--- config.mk ---
export PLATFORM = sky130hd
export DESIGN_NAME = ex_div_flat
export DESIGN_NICKNAME = d
export VERILOG_FILES = /design/src/rtl/ex_div_if.sv /design/src/rtl/ex_div.sv /design/src/flat_wrapper.sv
export SDC_FILE = /design/constraint.sdc
export NUM_CORES = 1
export LEC_CHECK = 0
export ABC_AREA = 1
export BUFFER_PORTS_ARGS = -buffer_cell sky130_fd_sc_hd__buf_4
export CORE_UTILIZATION = 57
export DETAILED_ROUTE_END_ITERATION = 10
export PLACE_DENSITY_LB_ADDON = 0.2
export SLEW_MARGIN = 20
export SYNTH_ARGS = -nofsm -noshare
export SYNTH_HDL_FRONTEND = slang
export SYNTH_SLANG_ARGS = --single-unit
export TNS_END_PERCENT = 1
--- constraint.sdc ---
create_clock -name clk -period 7.7 [get_ports clk]
set_input_delay 1.155 -clock clk [delete_from_list [all_inputs] [get_ports clk]]
set_output_delay 1.155 -clock clk [all_outputs]
set_load 0.01 [all_outputs]
--- src/rtl/ex_div_if.sv ---
// Handshake bundle between the execute stage (master) and the ex_div divider (slave).
// Signal names keep the divider-side direction suffixes so both ends read the same.
interface ex_div_if #(
   parameter int DATA_W = 32
);
   logic                  signed_div_i;
   logic [DATA_W-1:0]     opdata1_i;
   logic [DATA_W-1:0]     opdata2_i;
   logic                  start_i;
   logic                  annul_i;
   logic [2*DATA_W-1:0]   result_o;
   logic                  ready_o;

   modport master (
      output signed_div_i, opdata1_i, opdata2_i, start_i, annul_i,
      input  result_o, ready_o
   );

   modport slave (
      input  signed_div_i, opdata1_i, opdata2_i, start_i, annul_i,
      output result_o, ready_o
   );
endinterface

--- src/rtl/ex_div.sv ---
// Restoring radix-2 divider for DIV/DIVU: one quotient bit per clock, result {rem, quot}.
// Optional EX_DIV_EARLY_OUT_EN: finish in one cycle when |dividend| < |divisor|.
module ex_div #(
   parameter int DATA_W = 32,
   parameter int CNT_W  = 6
) (
   input  logic    clk,
   input  logic    rst,
   ex_div_if.slave div_if
);

   typedef enum logic [1:0] {FREE = 2'd0, BYZERO = 2'd1, ON = 2'd2, END = 2'd3} state_t;

   state_t                state_q, state_d;
   logic [CNT_W-1:0]      cnt_q, cnt_d;
   logic [2*DATA_W:0]     work_q, work_d;
   logic [DATA_W-1:0]     divisor_q, divisor_d;
   logic                  neg_quot_q, neg_quot_d;
   logic                  neg_rem_q, neg_rem_d;
   logic [2*DATA_W-1:0]   result_q, result_d;
   logic                  ready_q, ready_d;

   logic [DATA_W-1:0]     op1_abs, op2_abs;
   logic [DATA_W:0]       trial;
   logic [2*DATA_W:0]     step;

   // Signed mode divides magnitudes; 0x80000000 maps onto itself, which is correct unsigned.
   assign op1_abs = (div_if.signed_div_i && div_if.opdata1_i[DATA_W-1]) ?
                    -div_if.opdata1_i : div_if.opdata1_i;
   assign op2_abs = (div_if.signed_div_i && div_if.opdata2_i[DATA_W-1]) ?
                    -div_if.opdata2_i : div_if.opdata2_i;

   assign trial = work_q[2*DATA_W:DATA_W] - {1'b0, divisor_q};
   assign step  = trial[DATA_W] ? {work_q[2*DATA_W-1:0], 1'b0}
                                : {trial[DATA_W-1:0], work_q[DATA_W-1:0], 1'b1};

   function automatic logic [2*DATA_W-1:0] fix_result(input logic [DATA_W-1:0] q,
                                                       input logic [DATA_W-1:0] r,
                                                       input logic nq, input logic nr);
      logic [DATA_W-1:0] qf, rf;
      qf = nq ? -q : q;
      rf = nr ? -r : r;
      return {rf, qf};
   endfunction

   // NOTE: every variable gets a default first so no path leaves one unassigned (no latches).
   always_comb begin
      state_d    = state_q;
      cnt_d      = cnt_q;
      work_d     = work_q;
      divisor_d  = divisor_q;
      neg_quot_d = neg_quot_q;
      neg_rem_d  = neg_rem_q;
      result_d   = result_q;
      ready_d    = ready_q;

      case (state_q)
         FREE: begin
            result_d = '0;
            ready_d  = 1'b0;
            if (div_if.start_i && !div_if.annul_i) begin
               work_d     = {{DATA_W{1'b0}}, op1_abs, 1'b0};
               divisor_d  = op2_abs;
               cnt_d      = '0;
               neg_quot_d = div_if.signed_div_i &
                            (div_if.opdata1_i[DATA_W-1] ^ div_if.opdata2_i[DATA_W-1]);
               neg_rem_d  = div_if.signed_div_i & div_if.opdata1_i[DATA_W-1];
               if (div_if.opdata2_i == '0)
                  state_d = BYZERO;
`ifdef EX_DIV_EARLY_OUT_EN
               else if (op1_abs < op2_abs)
                  state_d = BYZERO;
`endif
               else
                  state_d = ON;
            end
         end
         BYZERO: begin
            if (div_if.annul_i) begin
               state_d  = FREE;
               result_d = '0;
               ready_d  = 1'b0;
            end else begin
               state_d  = END;
               ready_d  = 1'b1;
               result_d = '0;
`ifdef EX_DIV_EARLY_OUT_EN
               // A non-zero divisor here means the early-out path: quotient 0, remainder = dividend.
               if (divisor_q != '0)
                  result_d = fix_result('0, work_q[DATA_W:1], neg_quot_q, neg_rem_q);
`endif
            end
         end
         ON: begin
            if (div_if.annul_i) begin
               state_d  = FREE;
               result_d = '0;
               ready_d  = 1'b0;
            end else begin
               work_d = step;
               cnt_d  = cnt_q + 1'b1;
               if (cnt_q == CNT_W'(DATA_W - 1)) begin
                  state_d  = END;
                  ready_d  = 1'b1;
                  result_d = fix_result(step[DATA_W-1:0], step[2*DATA_W:DATA_W+1],
                                        neg_quot_q, neg_rem_q);
               end
            end
         end
         END: begin
            if (div_if.annul_i || !div_if.start_i) begin
               state_d  = FREE;
               result_d = '0;
               ready_d  = 1'b0;
            end
         end
         default: state_d = FREE;
      endcase
   end

   // NOTE: sequential state uses non-blocking assignments so all registers update together.
   always_ff @(posedge clk or negedge rst) begin
      if (!rst) begin
         state_q    <= FREE;
         cnt_q      <= '0;
         work_q     <= '0;
         divisor_q  <= '0;
         neg_quot_q <= 1'b0;
         neg_rem_q  <= 1'b0;
         result_q   <= '0;
         ready_q    <= 1'b0;
      end else begin
         state_q    <= state_d;
         cnt_q      <= cnt_d;
         work_q     <= work_d;
         divisor_q  <= divisor_d;
         neg_quot_q <= neg_quot_d;
         neg_rem_q  <= neg_rem_d;
         result_q   <= result_d;
         ready_q    <= ready_d;
      end
   end

   assign div_if.result_o = result_q;
   assign div_if.ready_o  = ready_q;

endmodule

--- src/flat_wrapper.sv ---
// flat-port wrapper written by rule: the top's interface ports become plain ports
module ex_div_flat 
#(
   parameter int DATA_W = 32,
   parameter int CNT_W  = 6
)
  (clk, rst, div_if_signed_div_i, div_if_opdata1_i, div_if_opdata2_i, div_if_start_i, div_if_annul_i, div_if_result_o, div_if_ready_o);
  ex_div_if #(.DATA_W(DATA_W)) div_if_i ();
  input  logic clk;
  input  logic rst;
  input wire logic [$bits(div_if_i.signed_div_i)-1:0] div_if_signed_div_i;
  input wire logic [$bits(div_if_i.opdata1_i)-1:0] div_if_opdata1_i;
  input wire logic [$bits(div_if_i.opdata2_i)-1:0] div_if_opdata2_i;
  input wire logic [$bits(div_if_i.start_i)-1:0] div_if_start_i;
  input wire logic [$bits(div_if_i.annul_i)-1:0] div_if_annul_i;
  output wire logic [$bits(div_if_i.result_o)-1:0] div_if_result_o;
  output wire logic [$bits(div_if_i.ready_o)-1:0] div_if_ready_o;
  assign div_if_i.signed_div_i = div_if_signed_div_i;
  assign div_if_i.opdata1_i = div_if_opdata1_i;
  assign div_if_i.opdata2_i = div_if_opdata2_i;
  assign div_if_i.start_i = div_if_start_i;
  assign div_if_i.annul_i = div_if_annul_i;
  assign div_if_result_o = div_if_i.result_o;
  assign div_if_ready_o = div_if_i.ready_o;
  ex_div #(.DATA_W(DATA_W), .CNT_W(CNT_W)) u_core (.clk(clk), .rst(rst), .div_if(div_if_i));
endmodule
==> results.toml, run 1 <==
[placed_design]
placed_cell_area_mm2 = 0.0141
gp_congestion = 0.968
place_inst = 2323
port_buffers = 133
place_hpwl_um = 30600

[pwr]
p_per_area_mw_per_mm2 = 517
p_leak_nw = 7.65
irDropWorstVdd_v = 0.000318
power_mw = 7.59

[route]
dr_total_vias = 13200
drtIter0Drc = 987
drc_errors = 0
wl_um = 39700
antenna_left = 0
drtPass1Iterations = 8
viasPerCell = 5.61
wire_per_inst_um = 16.9

[yosys]
synth_ff_type = "dfrtp_1"
async_reset_ff_share_pct = 100
synth_edf_count = 0
ys_seq_area_share_pct = 33.3
syn_avg_cell_area_um2 = 6.60
ys_ff_latch = 172
synth_cell_types = 51
netlist_area_mm2 = 0.0129
syn_nets = 2072
synthCells = 1961
yosysWarningCount = 0

[floorplanning]
rows = 54
ioPinCount = 134
initial_core_util_pct = 58.7
die_x_um = 153
die-area_mm2 = 0.0233
coreArea_mm2 = 0.0220
die_height_um = 153

[clock_tree]
clkTransAtPathRegs_ns = 0.07
cts-root-buf = "clkbuf_16"
cts_hold_buffers = 0
cts_tree = "yes"
htreeDepth = 4
clk_latency_ns = 0.45
cts-buffers-inserted = 17
ctsResizeCount = 0
clock_sinks = 172
post-cts-setup-buffers = 0
max-clock-path-buffers = 2

[finish]
final_cell_mix = "nand2_1, inv_1, nor2_1"
fin_nets = 2173
diodes = 0
fillers = 2031
syn2layout_area_growth_pct = 13.4
final_common_cell = "nand2_1"
layout-drive-gt1-share_pct = 11.7
design_area_mm2 = 0.0147
final_cells = 2355

[setup_path]
rr_startpoint = "u_core.work_q[32]"
r2r_slack_ns = 3.34
cp.arrival_ns = 4.73
cp-end-kind = "flip-flop"
r2r_cells = 23
cp.required_ns = 8.07
worstSetupPathType = "reg2reg"
crit_fanout = 42
r2r_end = "u_core.div_if.result_o[30]"
crit_start = "u_core.work_q[32]"
setup.worst_path.end = "u_core.div_if.result_o[30]"
cp-start-kind = "flip-flop"

[grt]
grt_overflow_total = 0
grt_pass1_wl_um = 63900
grt_pass1_vias = 12500
grt_max_degree = 98
grt_use_total_pct = 34.8
antenna_found_initial = 0

[outcome]
outcome = "complete, no violations"

[timing]
setup_viol = 0
fin_crit_ns = 4.36
clock_skew_ns = 0.0122
setup-tns-final_ns = 0
whs_ns = 0.484
maxSlewHeadroom_pct = 28.8
clock.fmax_mhz = 229
period_share_pct = 56.6
hold_violations = 0
rsz0062_at_grt = "false"
tightestPinTransition_ns = 1.07
drv_slew = 0

[worst_hold_path]
hp-class = "reg2reg"

[run]
cap_violations = 0
## metrics by stage
step | util (%) | worst slack [ns]
after floorplan | - | 4.03
after global placement | 64.0 | 3.54
after detailed placement | 64.0 | 3.42
after CTS | 66.6 | 3.40
after global routing | 66.6 | 2.78
final | 66.6 | 3.34
## area by class of cell
cell class | count | area [um2] | share of cell area (%)
clock inverters | 14 | 144 | 0.980
well taps | 280 | 350 | 2.39
inverters | 250 | 938 | 6.39
repair buffers | 143 | 1080 | 7.34
flip-flops and latches | 172 | 4300 | 29.3
clock buffers | 18 | 439 | 2.99
multi-input cells | 1478 | 7420 | 50.6
## sequential cells by signal (all words and copies together) (netlist names)
| signal | count |
|---|---|
| u_core.state_q | 2 |
| u_core.cnt_q | 6 |
| u_core.neg_quot_q | 1 |
| u_core.divisor_q | 32 |
| u_core.neg_rem_q | 1 |
| u_core.div_if.result_o | 64 |
| u_core.div_if.ready_o | 1 |
| u_core.work_q | 65 |
## routing by layer
metal  wire (um)  up-vias  GRT usage (%)
met2       18700      460           58.3
met4        1400        0           14.5
met3        2620       91           5.83
li1            -     6536              -
met5           0        -              0
met1       16900     6129           44.7
## cells by family after synthesis
group	Yosys count	share of synthesized area (%)
AO/OA/AOI/OAI	351	14.9
buffers and inverters	311	9.40
AND/OR/NAND/NOR	1013	33.4
adder cells (fa/ha/maj)	42	4.12
XOR/XNOR	72	4.87
flip-flops	172	33.3
## cells in the mapped netlist, types with 2 or more instances
library cell | count | area share, %
a21boi_0 | 2 | 0.12
a21oi_1 | 89 | 3.4
a21oi_2 | 3 | 0.20
a22o_1 | 3 | 0.20
a31oi_1 | 3 | 0.15
a32o_1 | 5 | 0.39
and2_1 | 2 | 0.097
buf_1 | 6 | 0.17
buf_2 | 3 | 0.12
buf_6 | 4 | 0.35
clkbuf_1 | 46 | 1.3
clkinv_1 | 2 | 0.058
dfrtp_1 | 172 | 33
ha_1 | 41 | 4.0
inv_1 | 240 | 7.0
inv_2 | 8 | 0.23
nand2_1 | 611 | 18
nand2_2 | 19 | 0.92
nand2_4 | 11 | 0.96
nand3_1 | 97 | 3.8
nand3_2 | 3 | 0.23
nand3b_1 | 2 | 0.12
nand4_1 | 27 | 1.3
nor2_1 | 177 | 5.1
nor2_2 | 6 | 0.29
nor2_4 | 7 | 0.61
nor3_1 | 32 | 1.2
nor3b_1 | 2 | 0.12
nor4_1 | 10 | 0.48
o211ai_1 | 13 | 0.75
o21ai_0 | 170 | 6.6
o21ai_1 | 23 | 0.89
o21ai_2 | 2 | 0.14
o21bai_1 | 6 | 0.35
o22ai_1 | 22 | 1.1
o31ai_1 | 4 | 0.23
or2_2 | 4 | 0.19
xnor2_1 | 33 | 2.2
xor2_1 | 39 | 2.6
## how the worst min path moves through the flow
stage,from,endpoint,slack [ns],cells after the start
2_1_floorplan,u_core.cnt_q[2],u_core.cnt_q[2],0.45,1
3_3_place_gp,u_core.div_if.result_o[61],u_core.div_if.result_o[61],0.46,2
3_5_place_dp,u_core.div_if.result_o[58],u_core.div_if.result_o[58],0.47,2
4_1_cts,u_core.div_if.result_o[58],u_core.div_if.result_o[58],0.49,2
5_1_grt,u_core.div_if.result_o[35],u_core.div_if.result_o[35],0.51,1
6_report,u_core.div_if.result_o[58],u_core.div_if.result_o[58],0.48,2
## power by group
part | switching (mW) | internal [mW] | total [mW]
clock network | 0.430 | 0.441 | 0.871
registers | 0.343 | 1.29 | 1.63
logic | 3.44 | 1.65 | 5.09
## worst max-delay path, cell delays in order, from the launching register on
cell	delay (ns)
dfrtp_1	0.40
inv_1	0.09
ha_1	0.14
inv_1	0.07
fa_1	0.41
nand2_1	0.08
nand2_1	0.08
nand3_1	0.10
nand2_2	0.10
nand2_1	0.11
nand2_2	0.08
nand2_4	0.10
nand3_2	0.16
nand2_4	0.42
ha_1	0.28
nand4_1	0.14
nor2_1	0.20
nand4_1	0.16
or2_2	0.34
nor3_1	0.35
nand4_1	0.17
nand3_1	0.11
nand2_1	0.05
o21ai_0	0.15
Note: power is estimated with default switching activity, not from simulation.
==> run 2, diff against run 1 <==
ABC_AREA = 0   (was 1)
CORE_UTILIZATION = 54   (was 57)
clock period = 3.9 ns   (was 7.7 ns; I/O delays follow)
==> results.toml, run 2 <==
[finish]
final_common_cell = "nand2_1"
top_register = "u_core.work_q"
largest_reg_flops = 65
final_cell_mix = "nand2_1, buf_4, o21ai_0"
fillers = 1836
multi_input_area_mm2 = 0.00739
syn2layout_area_growth_pct = 21.8
regArea_mm2 = 0.00430
final_cells = 1945
layout-drive-gt1-share_pct = 18.6
final_util_pct = 67.0
diodes = 0
fin_nets = 1763

[grt]
grt_overflow_total = 0
grt_pass1_wl_um = 57200
grt_max_degree = 78
antenna_found_initial = 0
grt_pass1_vias = 10800
grt_use_total_pct = 32.4

[yosys]
yosysWarningCount = 0
synth_compound_area_share_pct = 24.4
syn_avg_cell_area_um2 = 8.11
synth_top_area_share_pct = 35.9
ys_ff_latch = 172
synthCells = 1481
synth_top_family_by_area = "compound AO/OA/AOI/OAI gates"
async_reset_ff_share_pct = 100
yosysTopAreaCell = "dfrtp_1"
ys_seq_area_share_pct = 35.9
synth_most_common_cell = "nand2_1"
netlist_area_mm2 = 0.0120
synthMuxAreaShare_pct = 2.63
synth-xor-area-share_pct = 8.97
synth_cell_types = 77
yosys-top-cells-count = "nand2_1, o21ai_0, dfrtp_1"
syn_nets = 1592
synthAdderAreaFrac_pct = 4.44
synth_ff_type = "dfrtp_1"
synth_edf_count = 0
synth_simple_gate_area_share_pct = 19.4
netlist_top_cells_area = "dfrtp_1, o21ai_0, nand2_1"

[timing]
maxSlewHeadroom_pct = 22.6
clock_skew_ns = 0.0134
clock.fmax_mhz = 253
fin_crit_ns = 3.95
period_share_pct = 101
rsz0062_at_grt = "true"
drv_slew = 0
hold_violations = 0
whs_ns = 0.139
setup-tns-final_ns = -0.213
setup_viol = 7
tightestPinTransition_ns = 1.16
worst_slack_ns = -0.0475

[setup_path]
rr_startpoint = "u_core.work_q[32]"
r2r_slack_ns = -0.05
cp.depth = 18
worstSetupPathType = "reg2reg"
crit_slowest_cell = "or4_1"
r2r_cells = 18
r2r_end = "u_core.div_if.result_o[56]"
cp.required_ns = 4.28
worstPathBufferInverterCount = 5
critPathTopFamily = "compound AO/OA/AOI/OAI gates"
cp-end-kind = "flip-flop"
cp-start-kind = "flip-flop"
crit_fanout = 8
cp_cell_sequence = "inv_2 -> ha_4 -> inv_2 -> fa_2 -> a211oi_4 -> o211ai_2 -> and4_4 -> o2111a_1 -> a211oi_4 -> inv_4 -> buf_6 -> buf_6 -> a21oi_4 -> ha_4 -> o21ai_4 -> or3_4 -> or4_1 -> nand3_1"
cp.arrival_ns = 4.33
cp_slowest_stage_delay_ns = 0.40

[placed_design]
place_hpwl_um = 27400
port_buffers = 133
place_inst = 1901
gp_congestion = 0.962

[route]
wl_um = 36700
viasPerCell = 6.17
drtPass1Iterations = 6
drtIter0Drc = 1058
wire_per_inst_um = 18.9
drc_errors = 0
dr_total_vias = 12000
antenna_left = 0

[floorplanning]
die_height_um = 151
die_x_um = 151
die-area_mm2 = 0.0228
rows = 54
ioPinCount = 134
initial_core_util_pct = 55.0
coreArea_mm2 = 0.0218

[clock_tree]
cts-buffers-inserted = 17
clk_latency_ns = 0.45
cts-root-buf = "clkbuf_16"
htreeDepth = 4
clock_sinks = 172
clkTransAtPathRegs_ns = 0.08
max-clock-path-buffers = 2
cts_tree = "yes"

[outcome]
violations = "setup timing"
outcome = "finished, violations left"

[run]
cap_violations = 0

[worst_hold_path]
hp-class = "in2async"
==> run 2: cell count changes after synthesis, moves of 17 or more <==
cell	delta
o21ai_0	+32
or3_1	+23
nor2_1	-78
o31ai_1	+19
inv_1	-185
xor2_1	+35
nand2_1	-388
mux2i_1	+27
o22ai_1	-17
nand3_1	-71
nand2_2	-19
nand4_1	-20
==> run 2: kinds of logic after synthesis <==
group                      Yosys count
DFF                                172
buffers and inverters              132
xor gates and xnor gates           123
adders and majority gates           42
AOI/OAI and AO/OA                  484
and+or+nand+nor                    497
muxes                               31
==> run 2: cell type report <==
cell class,count,share of cell area [%]
Clock buffer,17,2.91
Clock inverter,15,1.22
Inverter,56,1.45
Multi-Input combinational cell,1177,50.5
Sequential cell,172,29.4
Tap cell,280,2.40
Timing Repair Buffer,228,12.1
==> run 2: timing repair <==
action / in CTS / in global routing
buffers inserted: 0 / 11
endpoints found under the setup margin: 12 / 33
pin swaps: 0 / 15
hold buffers: 0 / 0
gates resized for setup: 8 / 35
gates cloned: 0 / 1
==> run 2: per-stage QoR <==
stage	cell area [um2]	worst slack, ns
2_1_floorplan	12100	-0.214
3_3_place_gp	13700	0.0204
3_5_place_dp	13700	-0.0642
4_1_cts	14400	-0.0381
5_1_grt	14600	-0.177
6_report	14600	-0.0475
==> run 2: how the worst max path moves through the flow <==
| stage | from | end | slack [ns] |
|---|---|---|---|
| after floorplan | u_core.work_q[32] | u_core.div_if.result_o[56] | -0.21 |
| after global placement | u_core.work_q[32] | u_core.div_if.result_o[61] | 0.02 |
| after detailed placement | u_core.work_q[32] | u_core.div_if.result_o[61] | -0.06 |
| after CTS | u_core.work_q[32] | u_core.div_if.result_o[61] | -0.04 |
| after global routing | u_core.work_q[32] | u_core.div_if.result_o[61] | -0.18 |
| final | u_core.work_q[32] | u_core.div_if.result_o[56] | -0.05 |
==> run 2: layer usage <==
layer  global-route usage, %  vias to the layer above  part of all wire [%]  routed length [um]
met4                    10.4                        0                   2.5                 930
met2                    49.3                      486                    45               16500
met5                       0                        -                     0                   0
met3                    4.25                       86                   7.0                2580
met1                    47.7                     5756                    46               16700
li1                        -                     5669                     -                   -
Power of run 2 is not shown: default switching activity piles up to over one toggle a cycle in this logic, so the estimate is an artifact.
